## src/rtl/counter_incr_sched_pkg.sv

```systemverilog
// Shared types and defaults for the AGC counter-increment scheduler.
package counter_incr_sched_pkg;

  localparam int NCELL_DEFAULT = 20;
  localparam int ADRW_DEFAULT  = 5;
  localparam int CBASE_DEFAULT = 'o24;

  typedef enum logic {
    IDLE = 1'b0,
    EXEC = 1'b1
  } state_e;

  // NONE is the cleared value so a GOJAM or reset leaves no pending direction.
  typedef enum logic [1:0] {
    NONE = 2'd0,
    UP   = 2'd1,
    DN   = 2'd2
  } dir_e;

endpackage

```

## src/rtl/counter_incr_sched_if.sv

```systemverilog
// Request/grant bundle between the counter request latches, the scheduler
// and the crosspoint generator.
interface counter_incr_sched_if #(
  parameter int NCELL = 20,
  parameter int ADRW  = 5
);
  logic             T05;
  logic             T12;
  logic             GOJAM;
  logic             INHINC;
  logic [NCELL-1:0] UPRQ;
  logic [NCELL-1:0] DNRQ;
  logic             INKL;
  logic             PINC;
  logic             MINC;
  logic [ADRW:0]    CADR;
  logic [NCELL-1:0] ACK;

  modport master (
    output T05, T12, GOJAM, INHINC, UPRQ, DNRQ,
    input  INKL, PINC, MINC, CADR, ACK
  );

  modport slave (
    input  T05, T12, GOJAM, INHINC, UPRQ, DNRQ,
    output INKL, PINC, MINC, CADR, ACK
  );
endinterface

```

## src/rtl/counter_incr_sched_prio_enc_mask.sv

```systemverilog
// Masked priority encoder: the lowest-index request not blocked by the mask wins.
module prio_enc_mask #(
  parameter int NCELL = 20,
  parameter int IDXW  = 5
) (
  input  logic [NCELL-1:0] i_req,
  input  logic [NCELL-1:0] i_mask,
  output logic             o_valid,
  output logic [IDXW-1:0]  o_idx
);

  logic [NCELL-1:0] w_cand;

  assign w_cand  = i_req & ~i_mask;
  assign o_valid = |w_cand;

  // Scan downward so the last hit, and therefore the lowest index, wins.
  always_comb begin
    o_idx = '0;
    for (int i = NCELL - 1; i >= 0; i--) begin
      if (w_cand[i]) o_idx = IDXW'(i);
    end
  end

endmodule

```

## src/rtl/counter_incr_sched.sv

```systemverilog
// Grants one involuntary counter cell per MCT and drives INKL, CADR and a
// single PINC/MINC pulse for it, then acknowledges the cell at T12.
module counter_incr_sched
  import counter_incr_sched_pkg::*;
#(
  parameter int NCELL = NCELL_DEFAULT,
  parameter int ADRW  = ADRW_DEFAULT,
  parameter int CBASE = CBASE_DEFAULT
) (
  input  logic                 CLOCK,
  input  logic                 rst,
  counter_incr_sched_if.slave  bus
);

  localparam int CW = ADRW + 1;

  state_e           r_state, w_state_nxt;
  logic [ADRW-1:0]  r_widx, w_widx_nxt;
  dir_e             r_wdir, w_wdir_nxt;
  logic             r_inkl, w_inkl_nxt;
  logic             r_pinc, w_pinc_nxt;
  logic             r_minc, w_minc_nxt;
  logic [CW-1:0]    r_cadr, w_cadr_nxt;
  logic [NCELL-1:0] r_ack, w_ack_nxt;

  logic [NCELL-1:0] w_req;
  logic [NCELL-1:0] w_cur_onehot;
  logic [NCELL-1:0] w_mask;
  logic             w_valid;
  logic [ADRW-1:0]  w_idx;
  dir_e             w_dir;
  logic             w_grant;

  assign w_req        = bus.UPRQ | bus.DNRQ;
  assign w_cur_onehot = NCELL'(1) << r_widx;
  // The cell acknowledged on this T12 still shows its request; keep it out
  // of the rearbitration so it is not served twice.
  assign w_mask       = (r_state == EXEC && bus.T12) ? w_cur_onehot : '0;

  prio_enc_mask #(
    .NCELL (NCELL),
    .IDXW  (ADRW)
  ) u_prio (
    .i_req   (w_req),
    .i_mask  (w_mask),
    .o_valid (w_valid),
    .o_idx   (w_idx)
  );

  always_comb begin
    unique case ({bus.UPRQ[w_idx], bus.DNRQ[w_idx]})
      2'b10:   w_dir = UP;
      2'b01:   w_dir = DN;
      default: w_dir = NONE;
    endcase
  end

  assign w_grant = bus.T12 && !bus.INHINC && w_valid;

  always_comb begin
    w_state_nxt = r_state;
    w_widx_nxt  = r_widx;
    w_wdir_nxt  = r_wdir;
    w_pinc_nxt  = 1'b0;
    w_minc_nxt  = 1'b0;
    w_ack_nxt   = '0;
    if (bus.GOJAM) begin
      w_state_nxt = IDLE;
      w_widx_nxt  = '0;
      w_wdir_nxt  = NONE;
    end else begin
      unique case (r_state)
        IDLE: begin
          if (w_grant) begin
            w_state_nxt = EXEC;
            w_widx_nxt  = w_idx;
            w_wdir_nxt  = w_dir;
          end
        end
        EXEC: begin
          if (bus.T05) begin
            w_pinc_nxt = (r_wdir == UP);
            w_minc_nxt = (r_wdir == DN);
          end
          if (bus.T12) begin
            w_ack_nxt = w_cur_onehot;
            if (w_grant) begin
              w_widx_nxt = w_idx;
              w_wdir_nxt = w_dir;
            end else begin
              w_state_nxt = IDLE;
              w_widx_nxt  = '0;
              w_wdir_nxt  = NONE;
            end
          end
        end
        default: begin
          w_state_nxt = IDLE;
          w_widx_nxt  = '0;
          w_wdir_nxt  = NONE;
        end
      endcase
    end
    w_inkl_nxt = (w_state_nxt == EXEC);
    w_cadr_nxt = w_inkl_nxt ? (CW'(CBASE) + CW'(w_widx_nxt)) : '0;
  end

  always_ff @(posedge CLOCK or negedge rst) begin
    if (!rst) begin
      r_state <= IDLE;
      r_widx  <= '0;
      r_wdir  <= NONE;
      r_inkl  <= 1'b0;
      r_pinc  <= 1'b0;
      r_minc  <= 1'b0;
      r_cadr  <= '0;
      r_ack   <= '0;
    end else begin
      r_state <= w_state_nxt;
      r_widx  <= w_widx_nxt;
      r_wdir  <= w_wdir_nxt;
      r_inkl  <= w_inkl_nxt;
      r_pinc  <= w_pinc_nxt;
      r_minc  <= w_minc_nxt;
      r_cadr  <= w_cadr_nxt;
      r_ack   <= w_ack_nxt;
    end
  end

  assign bus.INKL = r_inkl;
  assign bus.PINC = r_pinc;
  assign bus.MINC = r_minc;
  assign bus.CADR = r_cadr;
  assign bus.ACK  = r_ack;

endmodule
```

## src/flat_wrapper.sv

```systemverilog
// flat-port wrapper written by rule: the top's interface ports become plain ports
module counter_incr_sched_flat import counter_incr_sched_pkg::*;
#(
  parameter int NCELL = NCELL_DEFAULT,
  parameter int ADRW  = ADRW_DEFAULT,
  parameter int CBASE = CBASE_DEFAULT
)
  (CLOCK, rst, bus_T05, bus_T12, bus_GOJAM, bus_INHINC, bus_UPRQ, bus_DNRQ, bus_INKL, bus_PINC, bus_MINC, bus_CADR, bus_ACK);
  counter_incr_sched_if #(.NCELL(NCELL), .ADRW(ADRW)) bus_i ();
  input  logic CLOCK;
  input  logic rst;
  input wire logic [$bits(bus_i.T05)-1:0] bus_T05;
  input wire logic [$bits(bus_i.T12)-1:0] bus_T12;
  input wire logic [$bits(bus_i.GOJAM)-1:0] bus_GOJAM;
  input wire logic [$bits(bus_i.INHINC)-1:0] bus_INHINC;
  input wire logic [$bits(bus_i.UPRQ)-1:0] bus_UPRQ;
  input wire logic [$bits(bus_i.DNRQ)-1:0] bus_DNRQ;
  output wire logic [$bits(bus_i.INKL)-1:0] bus_INKL;
  output wire logic [$bits(bus_i.PINC)-1:0] bus_PINC;
  output wire logic [$bits(bus_i.MINC)-1:0] bus_MINC;
  output wire logic [$bits(bus_i.CADR)-1:0] bus_CADR;
  output wire logic [$bits(bus_i.ACK)-1:0] bus_ACK;
  assign bus_i.T05 = bus_T05;
  assign bus_i.T12 = bus_T12;
  assign bus_i.GOJAM = bus_GOJAM;
  assign bus_i.INHINC = bus_INHINC;
  assign bus_i.UPRQ = bus_UPRQ;
  assign bus_i.DNRQ = bus_DNRQ;
  assign bus_INKL = bus_i.INKL;
  assign bus_PINC = bus_i.PINC;
  assign bus_MINC = bus_i.MINC;
  assign bus_CADR = bus_i.CADR;
  assign bus_ACK = bus_i.ACK;
  counter_incr_sched #(.NCELL(NCELL), .ADRW(ADRW), .CBASE(CBASE)) u_core (.CLOCK(CLOCK), .rst(rst), .bus(bus_i));
endmodule
```

## config.mk

```make
export PLATFORM = sky130hd
export DESIGN_NAME = counter_incr_sched_flat
export DESIGN_NICKNAME = d
export VERILOG_FILES = /design/src/rtl/counter_incr_sched_pkg.sv /design/src/rtl/counter_incr_sched_if.sv /design/src/rtl/counter_incr_sched_prio_enc_mask.sv /design/src/rtl/counter_incr_sched.sv /design/src/flat_wrapper.sv
export SDC_FILE = /design/constraint.sdc
export NUM_CORES = 1
export LEC_CHECK = 0
export ABC_AREA = 0
export CELL_PAD_IN_SITES_DETAIL_PLACEMENT = 1
export CELL_PAD_IN_SITES_GLOBAL_PLACEMENT = 1
export CORE_MARGIN = 2
export CORE_UTILIZATION = 42
export DETAILED_ROUTE_END_ITERATION = 6
export DONT_BUFFER_PORTS = 1
export HOLD_SLACK_MARGIN = 0.05
export PLACE_DENSITY_LB_ADDON = 0.08
export SYNTH_ARGS = -nofsm -noshare
export SYNTH_HDL_FRONTEND = slang
export SYNTH_SLANG_ARGS = --single-unit
```

## constraint.sdc

```tcl
create_clock -name CLOCK -period 2.93 [get_ports CLOCK]
set_input_delay 0.586 -clock CLOCK [delete_from_list [all_inputs] [get_ports CLOCK]]
set_output_delay 0.586 -clock CLOCK [all_outputs]
set_load 0.05 [all_outputs]
```

-- Yosys cells after proc, flatten, opt, wreduce, memory -nomap -nowiden
Cells that the tools add are included.
- $add $sub $neg: 1
- $mul: 0
- div/mod/pow operators: 0
- magnitude comparators: 1
- equal/unequal tests: 6
- shift-type cells: 1
- multiplexer cells: 50
- bitwise operators: 4
- reductions and logical operators: 6
- operators with widths (cell ; number):
    $mux W5 ; 24
    $mux W20 ; 4
    $and A20 B20 Y20 ; 1
    $not A20 Y20 ; 1
    $or A20 B20 Y20 ; 1
    $reduce_or A20 Y1 ; 1
    $shl A1 B5 Y20 const A ; 1
    $mux W1 ; 11
    $bmux W1 S5 ; 2
    $pmux W5 S2 ; 1
    $mux W2 ; 4
    $pmux W2 S2 ; 2
    $add A5 B5 Y6 const A ; 1
    $lt A5 B6 Y1 const B ; 1
    $mux W6 ; 1
    $eq A2 B1 Y1 const B ; 2
    $eq A2 B2 Y1 const B ; 2
    $logic_and A1 B1 Y1 ; 3
    $ne A3 B2 Y1 const B ; 1
    $ne A3 B3 Y1 const B ; 1
    $pmux W1 S2 ; 1
    $reduce_and A2 Y1 ; 1
    $logic_not A1 Y1 ; 1
    $not A1 Y1 ; 1
- flip-flop bits (word level): 36
- latch bits: 0
- bits in writable memories: 0
- memory bits (read-only): 0
- input port bits: 46
- output and inout bits: 29
- logic and storage cells: 76
- memories kept: 0

-- Logic depth before layout (Yosys ltp)
- word-level depth: 32
- mapped depth: 14
- mapped depth without buffers: 11

-- Cells and area by module
Synthesis repeated with hierarchy kept, for this count alone.
- cell total of the unflattened synthesis: 249
- area total of the unflattened synthesis: 2337.2 µm²
- by module, submodules not included (module ; instances ; cells each ; area an instance (µm²) ; seq. area each (µm²)):
    counter_incr_sched ; 1 ; 187 ; 1933.1 ; 900.9
    prio_enc_mask ; 1 ; 62 ; 404.1 ; 0.0

-- Worst setup path after synthesis
No wires, ideal clock.
- path kind: reg-to-reg
- start: reg u_core.r_state
- end: reg u_core.r_wdir[0]
- data arrival time: 3.073 ns
- required time: 2.844 ns
- setup slack: -0.229 ns
- cell stages (with the launch flop): 13
- buffers on the path: 2
- path through: dfrtp_1 > clkbuf_1 > nand4b_1 > o22a_1 > o211a_1 > o31ai_2 > a32oi_4 > nand2_4 > buf_8 > mux2i_1 > mux2i_1 > a211o_1 > a32oi_1
- longest elaborated chain between the ends: 32
- elaborated cells on any way between the ends: 42
- those cells by class: eq/ne: 4; mux: 31; bitwise: 3; reduce/logical: 4
- ends and longest elaborated chain (element ; line ; source):
    start: declaration ; counter_incr_sched.sv:17 ; state_e r_state, w_state_nxt;
    start signal: assignment ; counter_incr_sched.sv:119 ; r_state <= w_state_nxt;
    $logic_and A1 B1 Y1 ; counter_incr_sched.sv:38 ; assign w_mask = (r_state == EXEC && bus.T12) ? w_cur_onehot : '0;
    $mux W20 ; counter_incr_sched.sv:38 ;
    $not A20 Y20 ; counter_incr_sched_prio_enc_mask.sv:14 ; assign w_cand = i_req & ~i_mask;
    $and A20 B20 Y20 ; counter_incr_sched_prio_enc_mask.sv:14 ;
    $mux W5 (20 in series) ; counter_incr_sched_prio_enc_mask.sv:21 ; if (w_cand[i]) o_idx = IDXW'(i);
    $bmux W1 S5 ; counter_incr_sched.sv:51 ; unique case ({bus.UPRQ[w_idx], bus.DNRQ[w_idx]})
    $mux W1 (implied by the code) ; counter_incr_sched.sv:51 ;
    $eq A2 B1 Y1 or $eq A2 B2 Y1 (tied branches) ; counter_incr_sched.sv:51 ;
    $pmux W2 S2 ; counter_incr_sched.sv:51 ;
    $mux W2 ; counter_incr_sched.sv:87 ; if (w_grant) begin
    $mux W2 ; counter_incr_sched.sv:85 ; if (bus.T12) begin
    $pmux W2 S2 ; counter_incr_sched.sv:72 ; unique case (r_state)
    $mux W2 ; counter_incr_sched.sv:67 ; if (bus.GOJAM) begin
    end signal: assignment ; counter_incr_sched.sv:121 ; r_wdir <= w_wdir_nxt;
    end: declaration ; counter_incr_sched.sv:19 ; dir_e r_wdir, w_wdir_nxt;
Several ways; a longest one is shown, not always the timed one. The select of a mux whose other input is x is not followed.
A chain may end at the register's enable or synchronous reset.

-- Worst setup path in the final report
- start: reg u_core.r_widx[0]
- end: reg u_core.r_wdir[0]
- longest elaborated chain between the ends: 32
- elaborated cells on any way between the ends: 40
- those cells by class: eq/ne: 3; shift: 1; mux: 31; bitwise: 2; reduce/logical: 3
- ends and longest elaborated chain (element ; line ; source):
    start: declaration ; counter_incr_sched.sv:18 ; logic [ADRW-1:0] r_widx, w_widx_nxt;
    start signal: assignment ; counter_incr_sched.sv:120 ; r_widx <= w_widx_nxt;
    $shl A1 B5 Y20 * ; counter_incr_sched.sv:35 ; assign w_cur_onehot = NCELL'(1) << r_widx;
    $mux W20 * ; counter_incr_sched.sv:38 ;
    $not A20 Y20 * ; counter_incr_sched_prio_enc_mask.sv:14 ;
    $and A20 B20 Y20 * ; counter_incr_sched_prio_enc_mask.sv:14 ;
    $mux W5 (20 in series) ; counter_incr_sched_prio_enc_mask.sv:21 ;
    $bmux W1 S5 ; counter_incr_sched.sv:51 ;
    $mux W1 (implied by the code) ; counter_incr_sched.sv:51 ;
    $eq A2 B1 Y1 or $eq A2 B2 Y1 (tied branches) ; counter_incr_sched.sv:51 ;
    $pmux W2 S2 ; counter_incr_sched.sv:51 ;
    $mux W2 ; counter_incr_sched.sv:87 ;
    $mux W2 ; counter_incr_sched.sv:85 ;
    $pmux W2 S2 ; counter_incr_sched.sv:72 ;
    $mux W2 ; counter_incr_sched.sv:67 ;
Mark *: on every way between the ends. The rest lies on a longest branch, timed or not. The select of a mux whose other input is x is not followed.

==> run_results.csv <==
group,metric,value,unit
clocking,clk_latency,0.29,ns
layout,drive_above_1_share,0.3205,
clocking,cts.sinks,36,
status,violations,"setup timing",
clocking,cts.reportedPaths.clkPinSlew,0.08,ns
yosys,synth_cells,291,
sta,setup_violations,2,
floorplan,die_height,81.48,um
yosys,async_flop_share,1.000,
critical_path,required,3.14,ns
clocking,cts_tree,"done",
yosys,netlist.area_leader.share,0.3573,
clocking,root_buffer,"clkbuf_8",
layout,area_growth,25.91,%
yosys,yosysWarningCount,0,
yosys,synth_nets,338,
global_route,overflow,0,
clocking,cts_buffer_depth,2,
floorplan,dieWidth,81.48,um
drt,drc_errors,0,
critical_path,end_kind,"register",
yosys,ys_top_cells_by_count,"nor2_1, dfrtp_1, nand2_1",
global_route,grt_pass1_wl,13.89,mm
place,place_congestion,0.9215,
floorplan,initial_core_util,0.4309,
power,power_density,357.1,nW/um^2
yosys,ys_seq_area_frac,0.3573,
yosys,synth_edf_count,0,
min_path,holdCritPathClass,"input port to asynchronous set/reset pin",
drt,drt-pass1-iter-count,4,
critical_path,cp-start-kind,"register",
yosys,synth_area_leaders,"dfrtp_1, nor2_1, mux2i_1",
critical_path,rr_startpoint,"u_core.r_widx[0]",
global_route,antenna_found_initial,0,
global_route,grt_pass1_vias,2636,
sta,hold_viol,0,
sta,min_period,3.029,ns
global_route,grtUsageTotal,0.2796,
floorplan,rows,28,
drt,vias,2586,
drt,routed_wl,9.225,mm
floorplan,io_pins,75,
power,power.leakage,1.339,nW
power,fin_total_pwr,1.133,mW
sta,slew_viol_final,0,
sta,hold_ws,0.1143,ns
sta,worstMarginPinSlew,0.5118,ns
sta,relSlewSlack,0.6557,
sta,fin_setup_tns,-0.1605,ns
power,peakVddDrop,232.8,uV
layout,final_cell_area,3174,sq um
layout,antenna_cells,0,
critical_path,critPathMaxFanout,11,
critical_path,reg2reg_depth,11,
yosys,synth.most_common_cell,"nor2_1",
drt,drtIter0Drc,177,
floorplan,core_area,5851,sq um
critical_path,r2r_end,"u_core.r_wdir[0]",
critical_path,critPathLaunch,"u_core.r_widx[0]",
sta,skew,0.01460,ns
clocking,numCtsBuffers,5,
sta,rsz0062_at_grt,"yes",
sta,fmax,330.1,MHz
drt,ant_nets,0,
place,place_area,2924,sq um
yosys,synth_top_cell_by_area,"dfrtp_1",
drt,vias_per_cell,6.277,
yosys,ys_ff_latch,36,
global_route,grt_max_degree,37,
floorplan,dieArea,6638,sq um
yosys,synthFlopType,"dfrtp_1",
critical_path,critPathCapture,"u_core.r_wdir[0]",
status,status,"complete, but fails checks",
place,portBuffers,0,
critical_path,rrSetupSlack,-0.1,ns
yosys,netlist_area,2521,sq um
critical_path,crit_type,"register to register",
yosys,ys_types,62,
sta,period_share,1.034,
job,max_cap_viol_count,0,
clocking,h-tree-depth,2,
critical_path,cp_data_arrival_time,3.24,ns
place,dpl.hpwl,7.021,mm
drt,routedWlPerCell,22.39,um
layout,nets,383,
yosys,syn_area_per_cell,8.664,sq um
sta,setup_ws,-0.09908,ns
worst min path at each step:
stage                             end
floorplan           u_core.bus.ACK[0]
detailed placement  u_core.bus.ACK[8]
finish              u_core.bus.ACK[9]
CTS                 u_core.bus.ACK[8]
global placement    u_core.bus.ACK[8]
global route        u_core.bus.ACK[9]
cell type report:
| type | count | area (sq um) |
|---|---|---|
| fill | 684 | 2676 |
| multi-input combinational | 238 | 1667 |
| sequential | 36 | 902.1 |
| timing repair buffer | 53 | 410.4 |
| tap | 75 | 93.84 |
| clock buffer | 7 | 86.33 |
| clock inverter | 1 | 7.507 |
| inverter | 2 | 7.507 |
registers in the layout (all words and copies together), names as in the netlist:
register and cells:
u_core.r_wdir 2, u_core.bus.PINC 1, u_core.bus.MINC 1, u_core.bus.CADR 6, u_core.bus.ACK 20, u_core.r_state 1, u_core.r_widx 5
layout by cell type (no fill, tap or decap), drive strengths merged, types with 9 or more instances in the layout:
cell	n
nor2	47
nand2b	9
nand2	19
buf	53
a31oi	9
nor3	14
o21ai	15
mux2	10
a21oi	9
dfrtp	36
what timing repair did:
item / 4_1_cts / 5_1_grt
setup buffers: 0 / 1
gates resized for setup: 14 / 18
endpoints found under the hold margin: 36 / 0
setup endpoints to repair: 6 / 9
cloned: 0 / 1
pin swaps: 3 / 4
hold buffers: 1 / 0
worst max-delay path: stages (launching register included):
cell	delay (ns)
dfrtp_1	0.42
buf_4	0.19
or3_4	0.42
o22a_1	0.24
nor3_2	0.24
and2_4	0.20
a32oi_4	0.16
nand2_4	0.14
mux2_2	0.34
o22ai_1	0.19
o21ai_0	0.16
a32oi_1	0.24
routing by layer:
metal	vias up	track usage	wire length, um
li1	1173	-	-
met1	1269	0.3568	3742
met5	-	0	0
met4	0	0.08305	202
met2	126	0.4730	4565
met3	18	0.06044	714
metrics by stage:
stage,utilization,setup WS (ns),cells
floorplan,-,0.01799,291
global placement,0.4998,-0.07744,401
detailed placement,0.4998,-0.1993,401
CTS,0.5265,-0.05333,410
global route,0.5426,-0.2221,412
finish,0.5426,-0.09908,412
where the power goes:
part | total, mW | internal, mW | switching, mW
clock network | 0.378 | 0.191 | 0.187
logic | 0.232 | 0.108 | 0.124
registers | 0.523 | 0.504 | 0.0194
cells by family (layout without fill, tap and decap cells):
kind of cell	after synthesis	count (layout)	share of synthesized area
simple gates	142	143	0.3012
compound gates	76	76	0.2228
flops	36	36	0.3573
buf+inv	18	63	0.03623
mux	17	17	0.07394
fa+ha+maj	1	1	0.004962
xor+xnor	1	1	0.003475
Power figures use the tool's default switching activity.
